`config.mk`:
```
export PLATFORM = sky130hd
export DESIGN_NAME = sop4_sweep_ctrl_flat
export DESIGN_NICKNAME = d
export VERILOG_FILES = /design/src/rtl/sop4_sweep_ctrl_if.sv /design/src/rtl/sop4_sweep_ctrl.sv /design/src/flat_wrapper.sv
export SDC_FILE = /design/constraint.sdc
export NUM_CORES = 1
export LEC_CHECK = 0
export CAP_MARGIN = 5
export CORE_MARGIN = 5
export CORE_UTILIZATION = 40
export DETAILED_ROUTE_END_ITERATION = 7
export GPL_ROUTABILITY_DRIVEN = 0
export HOLD_SLACK_MARGIN = 0.1
export PLACE_DENSITY = 0.73
export SKIP_LAST_GASP = 1
export SLEW_MARGIN = 40
export SYNTH_ARGS = -nofsm -noshare
export SYNTH_HDL_FRONTEND = slang
export SYNTH_SLANG_ARGS = --single-unit
export TNS_END_PERCENT = 10
```
`constraint.sdc`:
```
create_clock -name clk -period 5.15 [get_ports clk]
set_input_delay 0.7725 -clock clk [delete_from_list [all_inputs] [get_ports clk]]
set_output_delay 0.7725 -clock clk [all_outputs]
set_load 0.01 [all_outputs]
```
`src/rtl/sop4_sweep_ctrl_if.sv`:
```
`default_nettype none
// ============================================================================
// Module   : sop4_sweep_ctrl_if
// Brief    : Stimulus/observation bundle between the sweep sequencer and the
//            4-input SOP lamp network plus its reporting outputs.
// Revision : 1.0 - initial release
// ============================================================================
interface sop4_sweep_ctrl_if;
    logic        start;
    logic        abort;
    logic        f_in;
    logic        vec_a;
    logic        vec_b;
    logic        vec_c;
    logic        vec_d;
    logic        busy;
    logic        done;
    logic [15:0] table_out;
    logic        pass;
    logic [4:0]  mismatch_cnt;
    logic [3:0]  mismatch_idx;

    modport slave (
        input  start, abort, f_in,
        output vec_a, vec_b, vec_c, vec_d, busy, done,
               table_out, pass, mismatch_cnt, mismatch_idx
    );

    modport master (
        output start, abort, f_in,
        input  vec_a, vec_b, vec_c, vec_d, busy, done,
               table_out, pass, mismatch_cnt, mismatch_idx
    );
endinterface
`default_nettype wire

```
`src/rtl/sop4_sweep_ctrl.sv`:
```
`default_nettype none
// ============================================================================
// Module   : sop4_sweep_ctrl
// Brief    : Sweeps all 16 A/B/C/D vectors through the lamp network, samples
//            the lamp after settling and grades the table against a golden mask.
// Revision : 1.0 - initial release
// ============================================================================
module sop4_sweep_ctrl #(
    parameter int          SETTLE_CYCLES = 2,
    parameter logic [15:0] EXPECTED      = 16'h1731
) (
    input  wire             clk,
    input  wire             rst,
    sop4_sweep_ctrl_if.slave bus
);

    localparam logic [3:0] c_settle_load = 4'(SETTLE_CYCLES - 1);
    localparam logic [3:0] c_last_idx    = 4'd15;

    typedef enum logic [1:0] {
        ST_IDLE   = 2'd0,
        ST_SETTLE = 2'd1,
        ST_SAMPLE = 2'd2,
        ST_DONE   = 2'd3
    } state_t;

    state_t      r_state;
    logic [3:0]  r_idx;
    logic [3:0]  r_cnt;
    logic        r_busy;
    logic        r_done;
    logic [15:0] r_table;
    logic        r_pass;
    logic [4:0]  r_mis_cnt;
    logic [3:0]  r_mis_idx;

    logic        w_mis;
    logic [15:0] w_table_next;

    assign w_mis        = (bus.f_in != EXPECTED[r_idx]);
    assign w_table_next = (r_table & ~(16'h0001 << r_idx)) | (16'(bus.f_in) << r_idx);

    always_ff @(posedge clk or posedge rst) begin
        if (rst) begin
            r_state   <= ST_IDLE;
            r_idx     <= 4'd0;
            r_cnt     <= 4'd0;
            r_busy    <= 1'b0;
            r_done    <= 1'b0;
            r_table   <= 16'h0000;
            r_pass    <= 1'b0;
            r_mis_cnt <= 5'd0;
            r_mis_idx <= 4'd0;
        end else begin
            r_done <= 1'b0;
            case (r_state)
                ST_IDLE: begin
                    // abort outranks start here, so nothing is cleared when both are high
                    if (bus.start && !bus.abort) begin
                        r_idx     <= 4'd0;
                        r_cnt     <= c_settle_load;
                        r_busy    <= 1'b1;
                        r_table   <= 16'h0000;
                        r_pass    <= 1'b0;
                        r_mis_cnt <= 5'd0;
                        r_mis_idx <= 4'd0;
                        r_state   <= ST_SETTLE;
                    end
                end
                ST_SETTLE: begin
                    if (bus.abort) begin
                        r_state <= ST_IDLE;
                        r_idx   <= 4'd0;
                        r_cnt   <= 4'd0;
                        r_busy  <= 1'b0;
                        r_pass  <= 1'b0;
                    end else if (r_cnt == 4'd0) begin
                        r_state <= ST_SAMPLE;
                    end else begin
                        r_cnt <= r_cnt - 4'd1;
                    end
                end
                ST_SAMPLE: begin
                    // an abort on the sample edge drops this vector's result
                    if (bus.abort) begin
                        r_state <= ST_IDLE;
                        r_idx   <= 4'd0;
                        r_cnt   <= 4'd0;
                        r_busy  <= 1'b0;
                        r_pass  <= 1'b0;
                    end else begin
                        r_table <= w_table_next;
                        if (w_mis) begin
                            r_mis_cnt <= r_mis_cnt + 5'd1;
                            if (r_mis_cnt == 5'd0) begin
                                r_mis_idx <= r_idx;
                            end
                        end
                        if (r_idx == c_last_idx) begin
                            r_state <= ST_DONE;
                            r_busy  <= 1'b0;
                            r_done  <= 1'b1;
                            r_pass  <= (w_table_next == EXPECTED);
                        end else begin
                            r_idx   <= r_idx + 4'd1;
                            r_cnt   <= c_settle_load;
                            r_state <= ST_SETTLE;
                        end
                    end
                end
                ST_DONE: begin
                    r_state <= ST_IDLE;
                end
                default: begin
                    r_state <= ST_IDLE;
                end
            endcase
        end
    end

    assign bus.vec_a        = r_idx[3];
    assign bus.vec_b        = r_idx[2];
    assign bus.vec_c        = r_idx[1];
    assign bus.vec_d        = r_idx[0];
    assign bus.busy         = r_busy;
    assign bus.done         = r_done;
    assign bus.table_out    = r_table;
    assign bus.pass         = r_pass;
    assign bus.mismatch_cnt = r_mis_cnt;
    assign bus.mismatch_idx = r_mis_idx;

endmodule
`default_nettype wire

```
`src/flat_wrapper.sv`:
```
// flat-port wrapper written by rule: the top's interface ports become plain ports
module sop4_sweep_ctrl_flat 
#(
    parameter int          SETTLE_CYCLES = 2,
    parameter logic [15:0] EXPECTED      = 16'h1731
)
  (clk, rst, bus_start, bus_abort, bus_f_in, bus_vec_a, bus_vec_b, bus_vec_c, bus_vec_d, bus_busy, bus_done, bus_table_out, bus_pass, bus_mismatch_cnt, bus_mismatch_idx);
  sop4_sweep_ctrl_if bus_i ();
  input  wire clk;
  input  wire rst;
  input wire logic [$bits(bus_i.start)-1:0] bus_start;
  input wire logic [$bits(bus_i.abort)-1:0] bus_abort;
  input wire logic [$bits(bus_i.f_in)-1:0] bus_f_in;
  output wire logic [$bits(bus_i.vec_a)-1:0] bus_vec_a;
  output wire logic [$bits(bus_i.vec_b)-1:0] bus_vec_b;
  output wire logic [$bits(bus_i.vec_c)-1:0] bus_vec_c;
  output wire logic [$bits(bus_i.vec_d)-1:0] bus_vec_d;
  output wire logic [$bits(bus_i.busy)-1:0] bus_busy;
  output wire logic [$bits(bus_i.done)-1:0] bus_done;
  output wire logic [$bits(bus_i.table_out)-1:0] bus_table_out;
  output wire logic [$bits(bus_i.pass)-1:0] bus_pass;
  output wire logic [$bits(bus_i.mismatch_cnt)-1:0] bus_mismatch_cnt;
  output wire logic [$bits(bus_i.mismatch_idx)-1:0] bus_mismatch_idx;
  assign bus_i.start = bus_start;
  assign bus_i.abort = bus_abort;
  assign bus_i.f_in = bus_f_in;
  assign bus_vec_a = bus_i.vec_a;
  assign bus_vec_b = bus_i.vec_b;
  assign bus_vec_c = bus_i.vec_c;
  assign bus_vec_d = bus_i.vec_d;
  assign bus_busy = bus_i.busy;
  assign bus_done = bus_i.done;
  assign bus_table_out = bus_i.table_out;
  assign bus_pass = bus_i.pass;
  assign bus_mismatch_cnt = bus_i.mismatch_cnt;
  assign bus_mismatch_idx = bus_i.mismatch_idx;
  sop4_sweep_ctrl #(.SETTLE_CYCLES(SETTLE_CYCLES), .EXPECTED(EXPECTED)) u_core (.clk(clk), .rst(rst), .bus(bus_i));
endmodule
```
== Word level (Yosys, flattened, before mapping) ==
Memories as Yosys holds them, arrays and structs flattened.
Index checks and enable logic that the tools add are counted.
Word-level totals
  bits in registers: 38
  bits in latches: 0
  memory bits (writable): 0
  memory bits (read-only): 16
  bits of input ports: 5
  word-level logic and storage cells: 89
  memories kept: 1
Operators by class
  add/sub/neg operators: 3
  $mul: 0
  div/mod/pow operators: 0
  $lt $le $gt $ge: 1
  equality and inequality tests: 15
  shifts and indexed selects: 2
  muxes and demuxes: 41
  bitwise gates (word level): 3
  reduce and logical (&&, ||, !) cells: 14
Memories
  (name not given): words 16, bits a word 1, rd ports 1, clocked after memory_dff 0, wr ports 0, RTL line sop4_sweep_ctrl.sv:40  | assign w_mis = (bus.f_in != EXPECTED[r_idx]);
Operators by type and width (number)
  4-bit 2-to-1 mux: 12
  16-bit 2-to-1 mux: 2
  16-bit one-hot mux with 2 select lines: 1
  4-bit one-hot mux with 3 select lines: 2
  16-bit AND: 1
  16-bit by 13-bit == test with 1-bit output, second input constant: 1
  16-bit NOT: 1
  16-bit bitwise OR: 1
  4-bit AND reduction: 4
  1-bit by 4-bit left shift with 16-bit output: 1
  1-bit by 4-bit left shift with 16-bit output, first input constant: 1
  5-bit 2-to-1 mux: 3
  1-bit 2-to-1 mux: 11
  2-bit 2-to-1 mux: 5
  5-bit one-hot mux with 2 select lines: 1
  2-bit one-hot mux with 4 select lines: 1
  4-bit one-hot mux with 2 select lines: 1
  2-bit by 1-bit != test with 1-bit output, second input constant: 3
  3-bit by 2-bit != test with 1-bit output, second input constant: 2
  3-bit != test, second input constant: 2
  1-bit one-hot mux with 3 select lines: 2
  5-bit by 1-bit adder with 5-bit output, second input constant: 1
  5-bit zero test: 1
  4-bit by 5-bit less-than comparator with 1-bit output, second input constant: 1
  other kinds (16): 18

== Logic depth before layout (Yosys ltp) ==
  depth after elaboration: 8
  depth in mapped cells: 9
  gate-level depth less buffers: 7

== Worst setup path after synthesis ==
Ideal clock, no wire load.
  path type: reg2reg
  start point: register u_core.r_idx[0]
  end point: register u_core.r_pass, in the netlist u_core.bus.pass
  arrival: 2.122 ns
  required time: 5.058 ns
  slack: 2.937 ns
  stages on the path, launching flop included: 9
  buffers on the path: 1
  clock period less this slack: 2.213 ns
  path through: dfrtp_1 inv_1 ha_1 clkbuf_1 inv_1 a22o_1 a22oi_1 or4_1 o31ai_2
Between the ends
  cells in the longest elaborated chain, start to end: 8
  elaborated cells on any way between the ends: 12
RTL lines
  from (decl): RTL line sop4_sweep_ctrl.sv:28  | logic [3:0] r_idx;
  from (signal assigned): RTL line sop4_sweep_ctrl.sv:105  | r_idx <= r_idx + 4'd1;
  1-bit by 4-bit left shift with 16-bit output: RTL line sop4_sweep_ctrl.sv:41  | assign w_table_next = (r_table & ~(16'h0001 << r_idx)) | (16'(bus.f_in) << r_idx);
  16-bit NOT: RTL line sop4_sweep_ctrl.sv:41
  16-bit AND: RTL line sop4_sweep_ctrl.sv:41
  16-bit bitwise OR: RTL line sop4_sweep_ctrl.sv:41
  16-bit by 13-bit == test with 1-bit output: RTL line sop4_sweep_ctrl.sv:103  | r_pass <= (w_table_next == EXPECTED);
  1-bit 2-to-1 mux: RTL line sop4_sweep_ctrl.sv:99  | if (r_idx == c_last_idx) begin
  1-bit 2-to-1 mux: RTL line sop4_sweep_ctrl.sv:85  | if (bus.abort) begin
  1-bit one-hot mux with 3 select lines: RTL line sop4_sweep_ctrl.sv:56  | case (r_state)
  to (signal assigned): RTL line sop4_sweep_ctrl.sv:103
  to (decl): RTL line sop4_sweep_ctrl.sv:33  | logic r_pass;
Parallel ways exist; a longest one is shown, timed or not. The select of a mux whose other input is x is not followed.
A chain may end at the register's enable or synchronous reset.

== Worst setup path in the final report ==
  start point: input bus_abort
  end point: register u_core.r_pass, in the netlist u_core.bus.pass
Between the ends
  cells in the longest elaborated chain, start to end: 4
  elaborated cells on any way between the ends: 8
RTL lines
  from (decl): RTL line flat_wrapper.sv:12  | input wire logic [$bits(bus_i.abort)-1:0] bus_abort;
  1-bit zero test: RTL line sop4_sweep_ctrl.sv:59  | if (bus.start && !bus.abort) begin
  1-bit logical AND: RTL line sop4_sweep_ctrl.sv:59
  2-bit by 1-bit != test with 1-bit output (no line)
  4-bit AND reduction (no line)
Parallel ways exist; a longest one is shown, timed or not.

==> flow_metrics.py <==
metrics = {
    "status": {
        "status": "finished, final reports clean",
    },
    "clocking": {
        "root_buffer": "clkbuf_8",
        "cts_setup_buffers": 0,
        "clk_pin_slew_ns": 0.08,
        "htree_levels": 2,
        "cts_buffers": 5,
        "post_cts_resized": 0,
        "clock_sinks": 38,
        "max-clock-path-buffers": 2,
        "holdBufCountCts": 0,
        "cts_tree": "built",
        "worstSkewPairLatency_ns": 0.29,
    },
    "floorplanning": {
        "dieArea_mm2": 0.00768,
        "io_pins": 37,
        "rows": 28,
        "start_util_pct": 41.0,
        "core_mm2": 0.00589,
        "die_x_um": 87.6,
        "die_y_um": 87.6,
    },
    "synth": {
        "synth_area_mm2": 0.00241,
        "synth_fp_nets": 296,
        "yosys_most_used_dff": "dfrtp_1",
        "synth_area_leaders": "dfrtp_1 (39%), o21ai_0 (11%), ha_1 (8.3%)",
        "async_reset_ff_share_pct": 100,
        "ys.warnings.count": 0,
        "syn_avg_cell_area_um2": 8.77,
        "yosysTopAreaCellShare_pct": 39.4,
        "ys_seq_elements": 38,
        "syn_inst": 275,
        "synth_common_cells": "o21ai_0 (51), dfrtp_1 (38), nand2_1 (24)",
        "ys_seq_area_share_pct": 39.4,
        "yosysMostFrequentCell": "o21ai_0",
        "yosys.area.top_type": "dfrtp_1",
        "synth_edf_count": 0,
        "synth.distinct_cells": 54,
    },
    "worst_setup_path": {
        "arrival_ns": 2.87,
        "rr_endpoint": "u_core.bus.pass",
        "r2r_setup_slack_ns": 2.49,
        "r2r-start": "u_core.r_state[0]",
        "cp_data_required_time_ns": 5.35,
        "critPathTopFamily": "simple AND/OR/NAND/NOR gates",
        "cp_max_fo": 17,
        "critical-path-max-stage-delay_ns": 0.53,
        "crit_path_start_kind": "primary input",
        "crit_slowest_cell": "clkdlybuf4s50_1",
        "cp-endpoint": "u_core.bus.pass",
        "crit_type": "primary input to flip-flop",
        "startpoint": "bus_abort",
        "crit_chain": "clkdlybuf4s50_1 -> nor2b_4 -> o21ai_2 -> or3_4 -> or4b_4 -> o31ai_2",
        "r2r_cells": 7,
        "worst-path-buf-inv": 1,
        "crit_cells": 6,
        "crit_path_end_kind": "flip-flop",
    },
    "finish": {
        "areaGrowthSynthToFinish_pct": 20.8,
        "num_antenna_cells": 0,
        "fin_nets": 328,
        "finalInstanceArea_mm2": 0.00291,
        "fin_util_pct": 49.5,
        "nFillCells": 558,
        "drive_gt1_share_pct": 5.84,
    },
    "detailed_routing": {
        "ant_nets": 0,
        "drt-total-wl_mm": 6.00,
        "drt_pass1_iterations": 5,
        "drt-initial-drc-count": 294,
        "drcViolationCount": 0,
        "routed-via-count": 2238,
        "wl_per_cell_um": 15.7,
        "vias_per_cell": 5.84,
    },
    "sta": {
        "fin_crit_sh_pct": 51.8,
        "fin_setup_tns_ns": 0,
        "clock_skew_ns": 0.00628,
        "max_slew.worst_pin.slew_ns": 0.803,
        "max_freq_mhz": 374,
        "setup_viol": 0,
        "relSlewSlack_pct": 46.5,
        "grt_setup_unrepaired": "false",
        "min_period_ns": 2.67,
        "finalMaxSlewViolations": 0,
        "hold_viol": 0,
    },
    "pwr": {
        "internal_power_w": 0.000597,
        "clockPowerShare_pct": 22.0,
        "p_seq_share_pct": 39.6,
        "leakage_nw": 1.20,
        "p_sw_w": 0.000358,
        "peakVddDrop_uv": 221,
        "netSwitchingFraction_pct": 37.5,
        "power_density_mw_per_mm2": 328,
        "pwr-share-comb_pct": 38.4,
    },
    "place": {
        "postPlaceCellArea_mm2": 0.00282,
        "io_buffer_count": 36,
        "dp_hpwl_mm": 4.33,
    },
    "grt": {
        "grt_pass1_wl_mm": 10.5,
        "grt_max_degree": 39,
        "antenna_found_initial": 0,
        "grt_usage_pct": 17.1,
        "overflow": 0,
        "grt_pass1_vias": 2151,
    },
    "run": {
        "drv_cap": 0,
    },
    "min_path": {
        "hp-class": "flip-flop to flip-flop",
    },
}
## metal layers
metal,routed length [um],vias up,GRT usage (%)
met5,0,-,0
met4,99,0,6.97
met3,579,13,4.33
met2,2750,127,26.7
met1,2560,1030,22.5
li1,-,1068,-
## registers in the layout (all words and copies together) (netlist names)
name and flops:
u_core.bus.busy 1, u_core.bus.pass 1, u_core.bus.done 1, u_core.r_idx 4
u_core.r_cnt 4, u_core.bus.mismatch_idx 4, u_core.bus.mismatch_cnt 5, u_core.bus.table_out 16
u_core.r_state 2
## cells in the final DEF (no fill, tap or decap), drive strengths merged, types with 2 or more instances in the layout
| cell | instances |
|---|---|
| a31oi | 6 |
| o211a | 2 |
| nand3b | 4 |
| o211ai | 2 |
| ha | 16 |
| o21ai | 54 |
| clkbuf | 7 |
| nor3b | 3 |
| and2 | 2 |
| and3b | 2 |
| nor4 | 3 |
| nand2 | 24 |
| o31ai | 2 |
| nand2b | 8 |
| nor2 | 9 |
| nand3 | 8 |
| o22ai | 2 |
| a21oi | 18 |
| inv | 19 |
| a22o | 8 |
| or2 | 2 |
| nor2b | 3 |
| dfrtp | 38 |
| nor3 | 2 |
| o2bb2ai | 4 |
| a22oi | 2 |
| mux2 | 2 |
| or3 | 2 |
| clkdlybuf4s50 | 36 |
## metrics by stage
step                      total power [W]  cells  hold slack [ns]  setup slack [ns]
after floorplan                  0.000643    275            0.514              2.94
after global placement           0.000738    375            0.472              2.29
after detailed placement         0.000750    375            0.477              2.20
after CTS                        0.000968    383            0.499              2.50
after global routing              0.00104    383            0.521              2.34
final                            0.000956    383            0.493              2.48
## power groups by stage
stage	Combinational [W]	Sequential [W]	Clock (W)
floorplan	0.000261	0.000382	0
global placement	0.000357	0.000381	0
detailed placement	0.000366	0.000384	0
CTS	0.000369	0.000378	0.000220
global route	0.000424	0.000385	0.000232
finish	0.000367	0.000378	0.000210
## worst min path at each step
stage | start | end | cells past startpoint
finish | u_core.bus.mismatch_idx[1] | u_core.bus.mismatch_idx[1] | 1
global route | u_core.bus.mismatch_idx[2] | u_core.bus.mismatch_idx[2] | 1
CTS | u_core.bus.mismatch_idx[2] | u_core.bus.mismatch_idx[2] | 1
detailed placement | u_core.bus.mismatch_idx[2] | u_core.bus.mismatch_idx[2] | 1
global placement | u_core.bus.busy | u_core.bus.busy | 2
floorplan | u_core.bus.busy | u_core.bus.busy | 2
## area by class of cell
class	count	area (um2)	area share, %
Tap cell	75	93.8	3.22
Clock inverter	1	5.00	0.172
Inverter	19	71.3	2.45
Sequential cell	38	952	32.7
Clock buffer	7	86.3	2.96
Timing Repair Buffer	37	368	12.6
Multi-Input combinational cell	206	1340	45.9
## kinds of logic (layout without fill, tap and decap cells)
kind of cell | Yosys count | after routing | synth area share, %
multiplexers | 3 | 3 | 1.35
flip-flops | 38 | 38 | 39.4
buffers and inverters | 31 | 64 | 5.14
adder cells (fa/ha/maj) | 16 | 16 | 8.30
XOR/XNOR | 1 | 1 | 0.363
AO/OA/AOI/OAI | 107 | 107 | 26.8
AND/OR/NAND/NOR | 79 | 79 | 18.6
Note: power is estimated with default switching activity, not from simulation.
